===== src/rtl/extra2lp_pkg.sv =====
// Shared widths and types for the extra2lp multiply-accumulate pipeline.
// Saturation of the result is enabled by defining EXTRA2LP_SATURATE_EN.
package extra2lp_pkg;

  localparam int IN_W   = 32;
  localparam int OUT_W  = 36;
  localparam int PROD_W = 64;

  typedef logic [IN_W-1:0]   operand_t;
  typedef logic [PROD_W-1:0] product_t;
  typedef logic [OUT_W-1:0]  result_t;

  localparam result_t OUT_MAX = {OUT_W{1'b1}};

endpackage


===== src/rtl/extra2lp_if.sv =====
// Operand/result bundle for extra2lp_top. Free-running datapath: there is no
// valid/ready pair; a new operand triple is taken on every rising clock edge.
interface extra2lp_if;
  import extra2lp_pkg::*;

  operand_t A_in;
  operand_t B_in;
  operand_t C_in;
  result_t  Q;

  modport master (output A_in, output B_in, output C_in, input Q);
  modport slave  (input A_in, input B_in, input C_in, output Q);

endinterface


===== src/rtl/extra2lp_mul_pipe.sv =====
// Stages 1-2: input capture registers, then a registered 32x32 unsigned
// product with the addend delayed alongside it.
module extra2lp_mul_pipe
  import extra2lp_pkg::*;
(
  input  logic     clk,
  input  logic     rst,
  input  operand_t a,
  input  operand_t b,
  input  operand_t c,
  output product_t p,
  output operand_t c_d
);

  operand_t a_r;
  operand_t b_r;
  operand_t c_r;

  always_ff @(posedge clk) begin
    if (rst) begin
      a_r <= '0;
      b_r <= '0;
      c_r <= '0;
      p   <= '0;
      c_d <= '0;
    end else begin
      a_r <= a;
      b_r <= b;
      c_r <= c;
      p   <= PROD_W'(a_r) * PROD_W'(b_r);
      c_d <= c_r;
    end
  end

endmodule


===== src/rtl/extra2lp_top.sv =====
// Pipelined unsigned multiply-accumulate Q = A*B + C, two-edge latency.
// Define EXTRA2LP_SATURATE_EN to clamp at OUT_MAX instead of wrapping mod 2^36.
module extra2lp_top
  import extra2lp_pkg::*;
(
  input  logic       clk,
  input  logic       rst,
  extra2lp_if.slave  bus
);

  product_t p;
  operand_t c_d;
  result_t  q_next;

  extra2lp_mul_pipe u_mul_pipe (
    .clk (clk),
    .rst (rst),
    .a   (bus.A_in),
    .b   (bus.B_in),
    .c   (bus.C_in),
    .p   (p),
    .c_d (c_d)
  );

`ifdef EXTRA2LP_SATURATE_EN
  logic [PROD_W:0] sum;

  always_comb begin
    sum = {1'b0, p} + {{(PROD_W+1-IN_W){1'b0}}, c_d};
    // Any set bit above the result width means the true sum exceeds OUT_MAX.
    if (|sum[PROD_W:OUT_W]) q_next = OUT_MAX;
    else                    q_next = sum[OUT_W-1:0];
  end
`else
  always_comb begin
    q_next = OUT_W'({1'b0, p} + {{(PROD_W+1-IN_W){1'b0}}, c_d});
  end
`endif

  always_ff @(posedge clk) begin
    if (rst) bus.Q <= '0;
    else     bus.Q <= q_next;
  end

endmodule


===== src/flat_wrapper.sv =====
// flat-port wrapper written by rule: the top's interface ports become plain ports
module extra2lp_top_flat import extra2lp_pkg::*;
  (clk, rst, bus_A_in, bus_B_in, bus_C_in, bus_Q);
  extra2lp_if bus_i ();
  input  logic clk;
  input  logic rst;
  input wire logic [$bits(bus_i.A_in)-1:0] bus_A_in;
  input wire logic [$bits(bus_i.B_in)-1:0] bus_B_in;
  input wire logic [$bits(bus_i.C_in)-1:0] bus_C_in;
  output wire logic [$bits(bus_i.Q)-1:0] bus_Q;
  assign bus_i.A_in = bus_A_in;
  assign bus_i.B_in = bus_B_in;
  assign bus_i.C_in = bus_C_in;
  assign bus_Q = bus_i.Q;
  extra2lp_top u_core (.clk(clk), .rst(rst), .bus(bus_i));
endmodule

===== config.mk =====
export PLATFORM = sky130hd
export DESIGN_NAME = extra2lp_top_flat
export DESIGN_NICKNAME = d
export VERILOG_FILES = /design/src/rtl/extra2lp_pkg.sv /design/src/rtl/extra2lp_if.sv /design/src/rtl/extra2lp_mul_pipe.sv /design/src/rtl/extra2lp_top.sv /design/src/flat_wrapper.sv
export SDC_FILE = /design/constraint.sdc
export NUM_CORES = 2
export LEC_CHECK = 0
export ABC_AREA = 1
export BUFFER_PORTS_ARGS = -buffer_cell sky130_fd_sc_hd__buf_2
export CAP_MARGIN = 0
export CORE_ASPECT_RATIO = 0.7
export CORE_UTILIZATION = 55
export CTS_BUF_LIST = sky130_fd_sc_hd__clkbuf_4 sky130_fd_sc_hd__clkbuf_8 sky130_fd_sc_hd__clkbuf_16
export DETAILED_ROUTE_END_ITERATION = 8
export PLACE_DENSITY = 0.72
export SYNTH_ARGS = -nofsm -noshare
export SYNTH_HDL_FRONTEND = slang
export SYNTH_HIERARCHICAL = 1
export SYNTH_SLANG_ARGS = --single-unit

===== constraint.sdc =====
create_clock -name clk -period 15.1 [get_ports clk]
set_input_delay 3.02 -clock clk [delete_from_list [all_inputs] [get_ports clk]]
set_output_delay 3.02 -clock clk [all_outputs]
set_load 0.05 [all_outputs]

## Word-level counts from Yosys, hierarchy flattened

Index checks and enable logic that the tools add are counted.

| operators by class | value |
|---|---|
| $add $sub $neg | 1 |
| multiply operators | 1 |
| divide/modulo/power cells | 0 |
| order comparisons | 0 |
| equal/unequal tests | 0 |
| shifts and indexed selects | 0 |
| multiplexer cells | 0 |
| bitwise gates (word level) | 0 |
| reduce and logical (&&, ||, !) cells | 0 |

Operator list:

| kind | count |
|---|---|
| 36-bit by 32-bit adder with 36-bit output | 1 |
| 32-bit by 32-bit multiplier with 36-bit output | 1 |

| storage, ports and cells | value |
|---|---|
| register bits | 200 |
| latch bits | 0 |
| memory bits (writable) | 0 |
| memory bits (read-only) | 0 |
| bits of input ports | 98 |
| output and inout port bits | 36 |
| word-level logic and storage cells | 8 |
| memories | 0 |

## Longest topological paths before layout

| depth | value |
|---|---|
| word-level depth | 1 |
| mapped depth | 29 |
| depth with buffers taken out | 28 |

## By module

Netlist, hierarchy kept.

By module, submodules not included:

| module | times used | cells each | area each (um^2) | sequential area each (um^2) |
|---|---|---|---|---|
| extra2lp_mul_pipe | 1 | 5480 | 41140.7 | 3843.7 |
| extra2lp_top | 1 | 579 | 3350.7 | 720.7 |

## Worst setup path before layout

No wires, ideal clock.

| timing path | value |
|---|---|
| path type | register to register |
| from | register u_core.u_mul_pipe.a_r[25] |
| to | register u_core/u_mul_pipe/p[62] (netlist name) |
| library setup time | 0.115 ns |
| arrival | 6.092 ns |
| required time | 14.985 ns |
| path slack | 8.893 ns |
| stages on the path, launching flop included | 24 |
| path buffers | 1 |
| period minus slack after synthesis | 6.207 ns |
| cell sequence | dfxtp_1 clkbuf_1 nand2_1 fa_1 inv_1 fa_1 inv_1 fa_1 inv_1 fa_1 fa_1 fa_1 fa_1 inv_1 fa_1 inv_1 ha_1 nand2_1 nor2_2 nand2_1 nor4_1 nand2_1 a21oi_1 nor2_1 |

RTL lines:

| element | line | source |
|---|---|---|
| start, declared | extra2lp_mul_pipe.sv:15 | `operand_t a_r;` |
| start signal, assigned | extra2lp_mul_pipe.sv:21 | `a_r <= '0;` |
| start signal, assigned | extra2lp_mul_pipe.sv:27 | `a_r <= a;` |

## Worst setup path after layout

| timing path | value |
|---|---|
| from | register u_core.u_mul_pipe.a_r[16] |
| to | register u_core.u_mul_pipe.p[24] |

| between the ends | value |
|---|---|
| word-level cells in the longest chain between the ends | 1 |

Ends and longest elaborated chain:

| element | line | source |
|---|---|---|
| 32-bit by 32-bit multiplier with 36-bit output | extra2lp_mul_pipe.sv:30 | `p <= PROD_W'(a_r) * PROD_W'(b_r);` |
| end signal, assigned | extra2lp_mul_pipe.sv:30 |  |
| end, declared | extra2lp_mul_pipe.sv:11 | `output product_t p,` |

Every way passes these cells.
A chain may end at the register's enable or synchronous reset.

==> metrics.md <==
| Metric | Value |
|---|---|
| Run status | `finished clean` |
| Total Routing Usage GR | `30.1%` |
| Synthesized area per cell | `7.30 sq um` |
| Cts hold-fix bufs | `0` |
| Clock-pin slew on the worst setup and hold paths | `0.09 ns` |
| Fill cells | `4876` |
| Setup Slack @ Placement | `8.19 ns` |
| Die Footprint | `54200 sq um` |
| Post-CTS Setup Inserts | `0` |
| DP Cell Count | `~4600` |
| Setup TNS Final | `0 ns` |
| H-tree depth | `4` |
| Drt first pass iters | `5` |
| Power Density | `117 nW/um^2` |
| Sequential Power Share | `18.5%` |
| Final worst setup slack | `8.10 ns` |
| Finished Layout Cells | `4677` |
| Critical path's most frequent cell | `fa_1` |
| Setup Viol. Count Final | `0` |
| Antenna diodes | `0` |
| Total power | `approximately 3600 uW` |
| Total length of routed wires | `around 76000 um` |
| Buffers and inverters on the worst path | `6` |
| # clock sinks | `200` |
| Vias in the first global route | `23224` |
| I/O Buffers | `133` |
| Max-slew headroom | `between 20 and 30%` |
| Pint | `1670 uW` |
| Initial DRC count | `1960` |
| Commonest non-fill, non-tap cell in the layout | `inv_1` |
| VDD IR-drop max | `0.105 mV` |
| Hold Vio Cnt, Final | `0` |
| Max incr delay on CP | `0.97 ns` |
| CTS tree | `yes` |
| Sw Pwr | `about 1900 uW` |
| Max Freq | `143 MHz` |
| Hpwl dp | `slightly below 60000 um` |
| Placer Congestion | `0.993` |
| Slew Viols, Final | `0` |
| Max Clock Skew | `0.0228 ns` |
| WP data arrival | `approximately 7.4 ns` |
| # Max-Cap Violations | `0` |
| Least-Margin Pin Slew | `1.12 ns` |
| HP Class | `flop to flop` |
| Post-DR vias/cell | `around 5` |
| Initial Util | `55.9%` |
| Commonest non-fill, non-tap cells in the layout | `inv_1, nand2_1, fa_1` |
| Setup crit end kind | `flop` |
| Worst Setup Start Kind | `flop` |
| Fin util | `58.8%` |
| Share of cells above drive strength 1 | `6.44%` |
| Clock Path Buffers | `2` |
| CP Cell Sequence | `nand2_1 -> inv_1 -> fa_1 -> inv_1 -> fa_1 -> fa_1 -> fa_1 -> inv_1 -> fa_1 -> inv_1 -> fa_1 -> inv_1 -> fa_1 -> fa_1 -> ha_1 -> nand2_1 -> nor2_1 -> nand2_1 -> inv_1 -> nand3_1 -> nand3_2 -> o21ai_0 -> a21oi_1` |
| Layout area overhead | `5.20%` |
| Worst skew pair latency | `0.49 ns` |
| Initial antenna violation count | `0` |
| Total gr overflow | `0` |
| Die Ht | `195 um` |
| Clock power frac | `13.5%` |
| Leak | `0.0196 uW` |
| Io pins | `~130` |
| Largest net degree at the start of global routing | `76` |
| Num CTS Buffers | `17` |
| Data required, critical path | `around 15 ns` |
| Critical Path Slowest Stage Cell | `dfxtp_1` |
| Post-CTS Resized | `0` |
| Sw frac | `about 54%` |
| Minimum clock period | `~7 ns` |
| Fin crit share | `46.4%` |
| Routed vias | `~23000` |
| Die width | `278 um` |
| Storage cell area | `about 4000 sq um` |
| First-pass GRT wire length | `125000 um` |
| Wire length per cell | `about 16 um` |
| Synthesized area | `29300 sq um` |
| Syn Nets | `slightly below 5000` |
| Row count | `70` |
| Cells after Synth | `4011` |
| DRC viols | `0` |
| CTS root buf | `clkbuf_16` |
| Comb pwr share | `67.9%` |
| Core ar. | `52400 sq um` |
| Critical path peak fanout | `20` |
| Unrepaired setup endpoints after global routing | `false` |
| Synth warn | `6` |
| Nets | `4796` |
| WS Path Type | `flop to flop` |
| Delay-heaviest family, CP | `adder cells` |
| Final ANT Viol Nets | `0` |
| Area occupied by multi-input gates | `19600 sq um` |
layout make-up:
type,count,area share (%)
multi-input cells,2301,63.6
clock buffers,18,1.41
flip-flops and latches,200,13.0
well taps,684,2.78
clock inverters,14,0.504
repair buffers,161,2.85
inverters,1299,15.8
final timing paths:
path / to / startpoint / cells after the start / slack (ns)
setup / recovery: u_core/u_mul_pipe/p[24] / u_core/u_mul_pipe/a_r[16] / 23 / 8.10
hold / removal: u_core/u_mul_pipe/c_d[31] / u_core/u_mul_pipe/c_r[31] / 2 / 0.40
setup reg to reg: u_core/u_mul_pipe/p[24] / u_core/u_mul_pipe/a_r[16] / 23 / 8.10
hold reg to reg: u_core/u_mul_pipe/c_d[31] / u_core/u_mul_pipe/c_r[31] / 2 / 0.40
worst reg2reg max path, cell delays in order (launching register included):
cell and delay (ns):
dfxtp_1 0.97, nand2_1 0.12, inv_1 0.12, fa_1 0.38
inv_1 0.07, fa_1 0.45, fa_1 0.49, fa_1 0.56
inv_1 0.06, fa_1 0.50, inv_1 0.06, fa_1 0.53
inv_1 0.05, fa_1 0.50, fa_1 0.45, ha_1 0.42
nand2_1 0.13, nor2_1 0.22, nand2_1 0.15, inv_1 0.10
nand3_1 0.09, nand3_2 0.15, o21ai_0 0.09, a21oi_1 0.25
layer usage:
metal	share of wire [%]	vias up	wire (um)	GRT usage, %
li1	-	10880	-	-
met1	46	10883	34700	45.1
met2	40	1053	30500	42.3
met3	12	76	9390	9.06
met4	1.8	3	1380	6.98
met5	0.042	-	32	0.796
power groups by stage:
stage	Sequential (uW)	Combinational, uW	Clock [uW]
floorplan	716	1650	0
global placement	678	2380	0
detailed placement	678	2410	0
CTS	666	2420	496
global route	674	2750	516
finish	667	2450	488
stage by stage:
| step | cell area, sq um | hold slack [ns] |
|---|---|---|
| detailed placement | 30200 | 0.392 |
| CTS | 30800 | 0.405 |
| global route | 30800 | 0.415 |
| finish | 30800 | 0.402 |
| floorplan | 29300 | 0.388 |
| global placement | 30200 | 0.390 |
registers in the layout (all words and copies together), names as in the netlist:
| name | cells |
|---|---|
| u_core/u_mul_pipe/b_r | 32 |
| u_core/u_mul_pipe/c_r | 32 |
| u_core/u_mul_pipe/c_d | 32 |
| u_core/u_mul_pipe/a_r | 32 |
| u_core/u_mul_pipe/p | 36 |
| u_core/bus.Q | 36 |
(Power assumes the default switching activity.)
